File: config.mk
export PLATFORM = sky130hd
export DESIGN_NAME = mem_bus_master
export DESIGN_NICKNAME = d
export VERILOG_FILES = /design/src/rtl/mem_bus_master.sv
export SDC_FILE = /design/constraint.sdc
export NUM_CORES = 1
export LEC_CHECK = 0
export CAP_MARGIN = 0
export CORE_MARGIN = 2
export CORE_UTILIZATION = 41
export DETAILED_ROUTE_END_ITERATION = 8
export GPL_ROUTABILITY_DRIVEN = 0
export GPL_TIMING_DRIVEN = 0
export HOLD_SLACK_MARGIN = 0.05
export PLACE_DENSITY = 0.84
export RECOVER_POWER = 25
export SYNTH_ARGS = -nofsm -noshare
export SYNTH_HDL_FRONTEND = slang
export SYNTH_SLANG_ARGS = --single-unit
File: constraint.sdc
create_clock -name clk_i -period 3.7 [get_ports clk_i]
set_input_delay 0.37 -clock clk_i [delete_from_list [all_inputs] [get_ports clk_i]]
set_output_delay 0.37 -clock clk_i [all_outputs]
set_load 0.02 [all_outputs]
File: src/rtl/mem_bus_master.sv
`default_nettype none
// ============================================================================
// Module      : mem_bus_master
// Description : MEM-stage bus master. Turns the EX/MEM load/store controls
//               into single word accesses on the data bus. It holds the
//               pipeline until each access completes and returns load data
//               for MEM/WB. A response timeout guards against a hung slave.
// Revision    : 1.0 - initial release
// ----------------------------------------------------------------------------
// Ports:
//   clk_i, rst_i          clock, asynchronous active-high reset
//   aluc_i                byte address (ALU result) from EX/MEM
//   rD2_i                 store data from EX/MEM
//   ram_we_i              store request
//   rf_we_i, rf_wsel_i    register write enable / writeback source select
//   stall_o               combinational pipeline hold
//   bus_req_o, bus_we_o,
//   bus_addr_o,
//   bus_wdata_o           registered request channel
//   bus_gnt_i             slave accepts request
//   bus_rvalid_i,
//   bus_rdata_i           read response channel
//   rdata_o               last completed load result
//   err_o                 one-cycle pulse on load timeout
// ============================================================================
module mem_bus_master #(
  parameter int unsigned TIMEOUT_CYCLES = 16,
  parameter logic [31:0] ERR_DATA       = 32'hDEAD_BEEF
) (
  input  logic        clk_i,
  input  logic        rst_i,
  input  logic [31:0] aluc_i,
  input  logic [31:0] rD2_i,
  input  logic        ram_we_i,
  input  logic        rf_we_i,
  input  logic [1:0]  rf_wsel_i,
  output logic        stall_o,
  output logic        bus_req_o,
  output logic        bus_we_o,
  output logic [31:0] bus_addr_o,
  output logic [31:0] bus_wdata_o,
  input  logic        bus_gnt_i,
  input  logic        bus_rvalid_i,
  input  logic [31:0] bus_rdata_i,
  output logic [31:0] rdata_o,
  output logic        err_o
);

  localparam logic [1:0] S_IDLE = 2'd0;
  localparam logic [1:0] S_REQ  = 2'd1;
  localparam logic [1:0] S_RESP = 2'd2;
  localparam logic [1:0] S_DONE = 2'd3;

  localparam logic [7:0] C_CNT_LAST = 8'(TIMEOUT_CYCLES - 1);

  logic [1:0]  state_q, state_d;
  logic [7:0]  cnt_q, cnt_d;
  logic        req_q, req_d;
  logic        we_q, we_d;
  logic [31:0] addr_q, addr_d;
  logic [31:0] wdata_q, wdata_d;
  logic [31:0] rdata_q, rdata_d;
  logic        err_q, err_d;

  logic w_store, w_load, w_acc;

  // A store wins over a load when both are flagged.
  assign w_store = ram_we_i;
  assign w_load  = rf_we_i & (rf_wsel_i == 2'b01) & ~ram_we_i;
  assign w_acc   = w_store | w_load;

  // Only word accesses are made; the byte offset is dropped.
  logic w_unused_addr_lsb;
  assign w_unused_addr_lsb = ^aluc_i[1:0];

  always_comb begin
    state_d = state_q;
    cnt_d   = cnt_q;
    req_d   = req_q;
    we_d    = we_q;
    addr_d  = addr_q;
    wdata_d = wdata_q;
    rdata_d = rdata_q;
    err_d   = 1'b0;       // err is a single-cycle pulse
    stall_o = 1'b1;

    case (state_q)
      S_IDLE: begin
        stall_o = w_acc;
        if (w_acc) begin
          addr_d  = {aluc_i[31:2], 2'b00};
          wdata_d = rD2_i;
          we_d    = w_store;
          req_d   = 1'b1;
          state_d = S_REQ;
        end
      end
      S_REQ: begin
        // Request fields stay frozen until the slave grants; no timeout here.
        if (bus_gnt_i) begin
          req_d = 1'b0;
          if (we_q) begin
            state_d = S_DONE;
          end else begin
            cnt_d   = 8'd0;
            state_d = S_RESP;
          end
        end
      end
      S_RESP: begin
        cnt_d = cnt_q + 8'd1;
        // rvalid takes priority over a timeout in the same cycle.
        if (bus_rvalid_i) begin
          rdata_d = bus_rdata_i;
          state_d = S_DONE;
        end else if (cnt_q == C_CNT_LAST) begin
          rdata_d = ERR_DATA;
          err_d   = 1'b1;
          state_d = S_DONE;
        end
      end
      default: begin
        // DONE: release the pipeline for exactly this edge.
        stall_o = 1'b0;
        state_d = S_IDLE;
      end
    endcase
  end

  always_ff @(posedge clk_i or posedge rst_i) begin
    if (rst_i) begin
      state_q <= S_IDLE;
      cnt_q   <= 8'd0;
      req_q   <= 1'b0;
      we_q    <= 1'b0;
      addr_q  <= 32'd0;
      wdata_q <= 32'd0;
      rdata_q <= 32'd0;
      err_q   <= 1'b0;
    end else begin
      state_q <= state_d;
      cnt_q   <= cnt_d;
      req_q   <= req_d;
      we_q    <= we_d;
      addr_q  <= addr_d;
      wdata_q <= wdata_d;
      rdata_q <= rdata_d;
      err_q   <= err_d;
    end
  end

  assign bus_req_o   = req_q;
  assign bus_we_o    = we_q;
  assign bus_addr_o  = addr_q;
  assign bus_wdata_o = wdata_q;
  assign rdata_o     = rdata_q;
  assign err_o       = err_q;

endmodule
`default_nettype wire

==> impl_metrics.json <==
{
  "fin_nets": 606,
  "crit_top_cell": "clkdlybuf4s50_1",
  "grt_max_degree": 64,
  "die_w_um": 105,
  "dpl.hpwl_um": 8280,
  "slew_headroom_pct": -34.6,
  "dieArea_um2": 11100,
  "rsz0062_at_grt": "false",
  "fill_cells": 712,
  "drt_iter0_drc": 96,
  "syn_to_final_growth_pct": 57.8,
  "insertion_delay_ns": 0.35,
  "cp-start-kind": "primary input",
  "drt-vias-per-instance": 5.02,
  "cp_top_family": "buffers and inverters",
  "worstPathArrival_ns": 2.55,
  "ios": 204,
  "period_share_pct": 79.0,
  "maxCapViolCount": 1,
  "yosysSeqAreaShare_pct": 63.6,
  "gr-total-overflow": 0,
  "ir_drop_uv": 495,
  "period_minus_slack_ns": 2.92,
  "cts_buffer_depth": 2,
  "die_h_um": 105,
  "holdCritPathClass": "register to register",
  "violations": "capacitance limit, slew limit",
  "initial_utilization_pct": 42.7,
  "end_kind": "primary output",
  "hold_viol": 0,
  "tritoncts": "done",
  "firstDrtPassIters": 4,
  "ys.flop_type": "dfrtp_1",
  "ant_nets": 0,
  "worst_pin_slew_ns": 2.01,
  "most-common-layout-cells": "clkdlybuf4s50_1 (198), dfrtp_1 (107), mux2_2 (62)",
  "path_cells": "clkdlybuf4s50_1, and3b_1, o21ai_2, buf_2, a21oi_1, clkdlybuf4s50_1",
  "slew_viol_final": 45,
  "synth-seq-cells": 107,
  "htreeDepth": 3,
  "clk_root_buffer_cell": "clkbuf_8",
  "dpl_cell_area_um2": 6400,
  "critical_path.slowest_cell": "clkdlybuf4s50_1",
  "path_buf_inv": 3,
  "max_freq_ghz": 0.342,
  "crit_type": "primary input to primary output",
  "crit_fanout": 10,
  "clock-skew-final_ns": 0.00873,
  "power_w": 0.00593,
  "leakage_nw": 2.76,
  "setup_tns_ns": 0,
  "antenna_found_initial": 0,
  "cts_setup_buffers": 0,
  "yosys_warnings": 0,
  "async_flop_share_pct": 100,
  "drc": 0,
  "yosysUniqueCellTypes": 36,
  "core_area_um2": 9860,
  "cts_buffers": 9,
  "fin_area_um2": 6640,
  "drive_gt1_share_pct": 19.1,
  "grt_pass1_vias": 3425,
  "synth_area_um2": 4210,
  "final_common_cell": "clkdlybuf4s50_1",
  "wl_per_cell_um": 17.0,
  "finalSetupViolations": 0,
  "antenna_cells": 0,
  "synth-edff-count": 0,
  "clkTransAtPathRegs_ns": 0.10,
  "portBuffers": 199,
  "track_usage_pct": 19.7,
  "syn_inst": 285,
  "avgSynthCellArea_um2": 14.8,
  "grt_pass1_wl_um": 17100,
  "fin_ws_ns": 0.777,
  "cts_hold_buf": 0,
  "status": "complete, but fails checks",
  "preCtsSetupSlack_ns": 0.697,
  "slowest_delay_ns": 0.57,
  "p_per_area_nw_per_um2": 893,
  "vias": 3189,
  "num_rows": 36,
  "crit_required_ns": 3.33,
  "clock-sinks": 107,
  "drt_wl_total_um": 10800,
  "ctsResizeCount": 0
}
## metrics by stage
stage               instances  util, %  hold slack (ns)
floorplan                 286        -            0.480
global placement          618     64.6            0.472
CTS                       635     67.4            0.429
global route              635     67.3            0.517
detailed placement        619     64.9            0.477
finish                    635     67.3            0.491
## sequential cells by signal, indices dropped and copies added, names as in the netlist
register and cells:
bus_wdata_o 32, rdata_o 32, bus_addr_o 30, cnt_q 8, state_q 2, bus_req_o 1
bus_we_o 1, err_o 1
## layer usage
layer	wire length [um]	track usage, %	vias to the layer above
li1	-	-	1439
met1	4040	22.0	1591
met2	5630	34.9	140
met3	879	6.12	19
met4	220	7.43	0
met5	0	0	-
## cell families (layout without fill, tap and decap cells)
| group | Yosys count | in the layout | share of synthesized area (%) |
|---|---|---|---|
| flip-flops | 107 | 107 | 63.6 |
| multiplexers | 64 | 64 | 17.2 |
| AO/OA/AOI/OAI | 52 | 52 | 10.3 |
| AND/OR/NAND/NOR | 27 | 27 | 3.30 |
| buffers and inverters | 23 | 239 | 2.76 |
| XOR/XNOR | 6 | 6 | 1.25 |
| adder cells (fa/ha/maj) | 5 | 5 | 1.49 |
| other | 1 | 2 | 0.0891 |
## Yosys cell counts, types with 2 or more instances
cell,instances,area share (%)
dfrtp_1,107,64
mux2_2,62,17
o22a_1,24,5.0
a22o_1,8,1.7
inv_1,8,0.71
nand2_1,7,0.62
buf_2,6,0.71
nor2_1,6,0.53
xnor2_1,6,1.2
ha_1,5,1.5
a21oi_1,4,0.48
clkbuf_1,4,0.36
nand3_1,4,0.48
a2111oi_0,3,0.62
a211oi_1,3,0.53
o21ai_0,3,0.36
and2_1,2,0.30
buf_4,2,0.36
buf_6,2,0.53
nand2b_1,2,0.30
o21ai_2,2,0.42
## worst reg2reg max path: stages (launching register included)
cell	delay, ns
dfrtp_1	0.40
inv_1	0.09
ha_1	0.26
o21ai_2	0.23
buf_2	0.36
mux2_2	0.39
## power breakdown
part / switching (W) / leakage (nW) / internal (W) / total [W]
logic: 0.00147 / 1.37 / 0.00161 / 0.00308
registers: 0.000296 / 1.27 / 0.00172 / 0.00202
clock network: 0.000370 / 0.123 / 0.000466 / 0.000837
total: 0.00214 / 2.76 / 0.00379 / 0.00593
## path summary, 6_finish.rpt
| path | start | end | slack [ns] | cells past startpoint |
|---|---|---|---|---|
| hold / removal | rdata_o[26] | rdata_o[26] | 0.49 | 1 |
| setup reg to reg | state_q[0] | bus_wdata_o[20] | 1.86 | 5 |
| min in group asynchronous | rst_i | bus_wdata_o[26] | 0.99 | 2 |
| setup / recovery | rf_wsel_i[1] | stall_o | 0.78 | 6 |
| hold reg to reg | rdata_o[26] | rdata_o[26] | 0.49 | 1 |
| max in group asynchronous | rst_i | rdata_o[9] | 1.74 | 3 |
## cell type report
class	count	area (um2)	share of cell area [%]
multi-input cells	156	1420	21.4
clock inverters	5	100	1.51
flip-flops and latches	107	2680	40.3
inverters	8	31.3	0.471
repair buffers	200	2020	30.4
well taps	133	166	2.51
plain buffers	15	86.3	1.30
clock buffers	11	141	2.13
Power figures use the tool's default switching activity.
